`src/rtl/ghost_mode_timer.sv`:
```
// Ghost mode sequencer: scatter/chase schedule driven by the 1 Hz tick,
// with a frightened override when a power pellet is eaten.
module ghost_mode_timer #(
    parameter logic [7:0] SCATTER_S = 8'd7,
    parameter logic [7:0] CHASE_S   = 8'd20,
    parameter logic [7:0] FRIGHT_S  = 8'd6,
    parameter logic [7:0] FLASH_S   = 8'd2
) (
    input  logic       Clk,
    input  logic       Reset,
    input  logic       sec,
    input  logic       start,
    input  logic       pause,
    input  logic       pellet_eaten,
    output logic [1:0] mode,
    output logic       fright_flash,
    output logic       mode_change,
    output logic [2:0] phase_idx,
    output logic [7:0] secs_left
);

    typedef enum logic [1:0] {
        S_IDLE,
        S_RUN,
        S_FRIGHT
    } state_t;

    localparam logic [1:0] M_IDLE    = 2'd0;
    localparam logic [1:0] M_SCATTER = 2'd1;
    localparam logic [1:0] M_CHASE   = 2'd2;
    localparam logic [1:0] M_FRIGHT  = 2'd3;

    state_t     r_state;
    logic [2:0] r_phase;
    logic [7:0] r_base;
    logic [7:0] r_fright;
    logic [1:0] r_mode;
    logic       r_flash;
    logic       r_mode_change;
    logic [7:0] r_secs_left;

    wire [2:0] w_next_phase = r_phase + 3'd1;

    // Phase 7 is the endless chase; its timer is held at 0.
    function automatic logic [7:0] phase_len(input logic [2:0] p);
        if (p == 3'd7)
            return 8'd0;
        else if (p[0])
            return CHASE_S;
        else
            return SCATTER_S;
    endfunction

    function automatic logic [1:0] phase_mode(input logic [2:0] p);
        return p[0] ? M_CHASE : M_SCATTER;
    endfunction

    always_ff @(posedge Clk or negedge Reset) begin
        if (!Reset) begin
            r_state       <= S_IDLE;
            r_phase       <= 3'd0;
            r_base        <= 8'd0;
            r_fright      <= 8'd0;
            r_mode        <= M_IDLE;
            r_flash       <= 1'b0;
            r_mode_change <= 1'b0;
            r_secs_left   <= 8'd0;
        end else begin
            r_mode_change <= 1'b0;
            if (!start) begin
                r_state     <= S_IDLE;
                r_phase     <= 3'd0;
                r_base      <= 8'd0;
                r_fright    <= 8'd0;
                r_mode      <= M_IDLE;
                r_flash     <= 1'b0;
                r_secs_left <= 8'd0;
            end else begin
                unique case (r_state)
                    S_IDLE: begin
                        r_state       <= S_RUN;
                        r_phase       <= 3'd0;
                        r_base        <= SCATTER_S;
                        r_fright      <= 8'd0;
                        r_mode        <= M_SCATTER;
                        r_flash       <= 1'b0;
                        r_secs_left   <= SCATTER_S;
                        r_mode_change <= 1'b1;
                    end
                    S_RUN: begin
                        if (pellet_eaten) begin
                            r_state       <= S_FRIGHT;
                            r_fright      <= FRIGHT_S;
                            r_mode        <= M_FRIGHT;
                            r_flash       <= (FRIGHT_S <= FLASH_S);
                            r_secs_left   <= FRIGHT_S;
                            r_mode_change <= 1'b1;
                        end else if (sec && !pause && r_phase != 3'd7) begin
                            if (r_base > 8'd1) begin
                                r_base      <= r_base - 8'd1;
                                r_secs_left <= r_base - 8'd1;
                            end else begin
                                r_phase       <= w_next_phase;
                                r_base        <= phase_len(w_next_phase);
                                r_secs_left   <= phase_len(w_next_phase);
                                r_mode        <= phase_mode(w_next_phase);
                                r_mode_change <= 1'b1;
                            end
                        end
                    end
                    S_FRIGHT: begin
                        if (pellet_eaten) begin
                            r_fright      <= FRIGHT_S;
                            r_flash       <= (FRIGHT_S <= FLASH_S);
                            r_secs_left   <= FRIGHT_S;
                            r_mode_change <= 1'b1;
                        end else if (sec && !pause) begin
                            if (r_fright > 8'd1) begin
                                r_fright    <= r_fright - 8'd1;
                                r_secs_left <= r_fright - 8'd1;
                                r_flash     <= (r_fright - 8'd1 <= FLASH_S);
                            end else begin
                                r_state       <= S_RUN;
                                r_fright      <= 8'd0;
                                r_flash       <= 1'b0;
                                r_mode        <= phase_mode(r_phase);
                                r_secs_left   <= r_base;
                                r_mode_change <= 1'b1;
                            end
                        end
                    end
                    default: r_state <= S_IDLE;
                endcase
            end
        end
    end

    assign mode         = r_mode;
    assign fright_flash = r_flash;
    assign mode_change  = r_mode_change;
    assign phase_idx    = r_phase;
    assign secs_left    = r_secs_left;

endmodule

```
`config.mk`:
```
export PLATFORM = sky130hd
export DESIGN_NAME = ghost_mode_timer
export DESIGN_NICKNAME = d
export VERILOG_FILES = /design/src/rtl/ghost_mode_timer.sv
export SDC_FILE = /design/constraint.sdc
export NUM_CORES = 1
export LEC_CHECK = 0
export BUFFER_PORTS_ARGS = -buffer_cell sky130_fd_sc_hd__buf_2
export CORE_ASPECT_RATIO = 1.25
export CORE_UTILIZATION = 60
export DETAILED_ROUTE_END_ITERATION = 10
export PLACE_DENSITY = 0.8
export SLEW_MARGIN = 20
export SYNTH_ARGS = -nofsm -noshare
export SYNTH_HDL_FRONTEND = slang
export SYNTH_SLANG_ARGS = --single-unit
```
`constraint.sdc`:
```
create_clock -name Clk -period 2.9 [get_ports Clk]
set_input_delay 0.58 -clock Clk [delete_from_list [all_inputs] [get_ports Clk]]
set_output_delay 0.58 -clock Clk [all_outputs]
set_load 0.01 [all_outputs]
```
==> results.toml <==
[global_routing]
grt_pass1_wl_um = 9908
grt_pass1_vias = 2078
antenna_found_initial = 0
grt_use_total = 0.3091
grt_max_degree = 34
overflow = 0

[yosys]
synthCells = 273
yosys.area.top_type = "dfrtp_1"
yosysWarnings = 0
async_flop_share = 1.000
synthFlopType = "dfrtp_1"
yosysUniqueCellTypes = 60
ys_seq_area_frac = 0.3461
syn_avg_cell_area_um2 = 8.740
syn_nets = 291
syn_area_um2 = 2386
ys_ff_latch = 33
yosys-top-cells-area = "dfrtp_1 35%, ha_1 6.3%, nand2_1 5.7%"
synth_edf_count = 0
netlist.area_leader.share = 0.3461

[cts]
root_buffer = "clkbuf_8"
clk_latency_ns = 0.28
path_clk_slew_ns = 0.07
cts_buffers = 5
post_cts_buffers = 0
cts_sinks = 33
htree_num_levels = 2
cts_hold_buf = 0
cts_resized = 0
cts_buffer_depth = 2
cts_tree = "yes"

[layout]
antennaDiodeCount = 0
area_delta_synth_final_pct = 10.85
final_cell_mix = "36 x nand2_1, 33 x dfrtp_1, 22 x o21ai_0, 20 x buf_2, 14 x a21oi_1"
fin_cells = 349
layout_commonest_cell = "nand2_1"
drive_gt1_frac = 0.1864
layout.nets = 312
fin_util = 0.6988

[timing]
max_slew_margin = 0.5114
fin_tns_setup_ns = 0
finalCritPeriodShare = 0.8196
worst_slew_pin_slew_ns = 0.7330
hold_viol_final = 0
rsz0062_at_grt = "false"
drv_slew = 0
skew_ns = 0.001647
period_minus_slack_ns = 2.377
timing.fmax_ghz = 0.4207
finalSetupViolations = 0

[worst_setup_path]
worstSetupPathType = "flip-flop to flip-flop"
critPathMostFrequentCell = "ha_1"
cp_max_fo = 13
max_stage_delay_ns = 0.54
crit_chain = "ha_1 > ha_1 > nor3b_1 > a31oi_1 > buf_4 > a21o_1 > o221a_2"
critPathArrivalTime_ns = 2.55
required_ns = 3.07
cp-end-kind = "flip-flop"
start_kind = "flip-flop"
critPathSlowestCell = "nor3b_1"

[floorplanning]
die_w_um = 58.41
dieArea_um2 = 4235
row_count = 25
start_util = 0.6304
core_um2 = 3785
die_y_um = 72.51
io_pins = 21

[power]
sw_frac_of_total = 0.4120
peakVddDrop_v = 0.0005354
p_int_mw = 1.044
seq_power_share = 0.319
pwr-share-clk = 0.187
p_per_area_nw_per_um2 = 671.1
p_sw_mw = 0.7314
p_comb_frac = 0.493
leakage_nw = 1.188

[route]
first_pass_iters = 4
drtAntennaViolNets = 0
wire_per_inst_um = 16.60
vias_per_cell = 6.052
wl_um = 5793
drtIter0Drc = 144
vias = 2112
drc = 0

[run]
maxCapViolCount = 0

[placement]
finalWeightedCongestion = 0.9758
post-place-cells = 341
port_buffers = 20
dp_hpwl_um = 4246

[worst_hold_path]
min_path_type = "input port to asynchronous set/reset pin"

[outcome]
status = "complete, no violations"
synthesized netlist by cell type, types with 2 or more instances:
master	number
a21bo_2	2
a21boi_0	3
a21oi_1	14
a22o_1	2
a22oi_1	3
a32o_1	2
and2_1	3
and3_1	4
and4b_1	2
clkbuf_1	12
dfrtp_1	33
ha_1	12
inv_1	11
mux2_2	2
mux2i_1	6
nand2_1	36
nand2b_1	3
nand3_1	7
nor2_1	12
nor2b_1	7
nor3_1	8
nor3b_1	2
o211ai_1	3
o21a_1	4
o21ai_0	22
o21ai_1	2
o21ai_2	2
o221a_2	3
o221ai_1	2
o2bb2ai_1	2
o31ai_1	8
o41ai_1	2
or2_2	3
or3_1	2
or3b_2	2
xnor2_1	4
xor2_1	3
cell families after synthesis:
logic type | Yosys count | synth area share
XOR/XNOR | 7 | 0.02570
adder cells (fa/ha/maj) | 12 | 0.06292
flip-flops | 33 | 0.3461
buffers and inverters | 24 | 0.04090
AND/OR/NAND/NOR | 100 | 0.2234
multiplexers | 8 | 0.03461
AO/OA/AOI/OAI | 89 | 0.2664
stage by stage:
| stage | setup WS, ns | hold slack (ns) | total power, mW | instance area, um2 |
|---|---|---|---|---|
| floorplan | 0.7036 | 0.2844 | 1.168 | 2386 |
| global placement | 0.5811 | 0.4575 | 1.431 | 2562 |
| detailed placement | 0.5645 | 0.4552 | 1.439 | 2562 |
| CTS | 0.5532 | 0.3771 | 1.774 | 2645 |
| global route | 0.2671 | 0.4118 | 1.906 | 2645 |
| finish | 0.5232 | 0.3533 | 1.775 | 2645 |
cell type report:
type                            instances  area [um2]
Clock buffer                            6       72.57
Clock inverter                          2       10.01
Fill cell                             319        1140
Inverter                               11       41.29
Multi-Input combinational cell        216        1463
Sequential cell                        33       825.8
Tap cell                               54       67.56
Timing Repair Buffer                   27       165.2
sequential cells by signal, summed over array words and instances, names as in the netlist:
name	cells
fright_flash	1
mode	2
mode_change	1
phase_idx	3
r_base	8
r_fright	8
r_state	2
secs_left	8
power groups by stage:
stage                     clock network, mW  registers, mW  logic, mW
after floorplan                           0          0.585      0.584
after global placement                    0          0.574      0.857
after detailed placement                  0          0.575      0.864
after CTS                             0.340          0.566      0.868
after global routing                  0.366          0.575      0.966
final                                 0.333          0.566      0.876
worst max-delay path: cells and delay by family, from the launching register on:
kind / cells / cell delay [ns]
AOI/OAI and AO/OA: 3 / 0.59
and+or+nand+nor: 1 / 0.54
DFF: 1 / 0.48
adders and majority gates: 2 / 0.45
buffers and inverters: 1 / 0.21
worst paths after layout:
path,slack (ns),cells after the start,endpoint,start
max in group asynchronous,2.08,1,secs_left[0],Reset
min in group Clk,0.47,2,fright_flash,fright_flash
worst min-delay path,0.35,1,r_fright[7],Reset
worst max register to register,0.52,7,r_base[0],phase_idx[0]
worst min register to register,0.47,2,fright_flash,fright_flash
worst max-delay path,0.52,7,r_base[0],phase_idx[0]
layer usage:
| layer | GRT usage | up-vias | routed length (um) |
|---|---|---|---|
| met5 | 0 | - | 0 |
| met4 | 0.1402 | 0 | 165 |
| met3 | 0.05704 | 15 | 280 |
| met2 | 0.4802 | 70 | 2795 |
| met1 | 0.4170 | 978 | 2552 |
| li1 | - | 1049 | - |
Power figures use the tool's default switching activity.
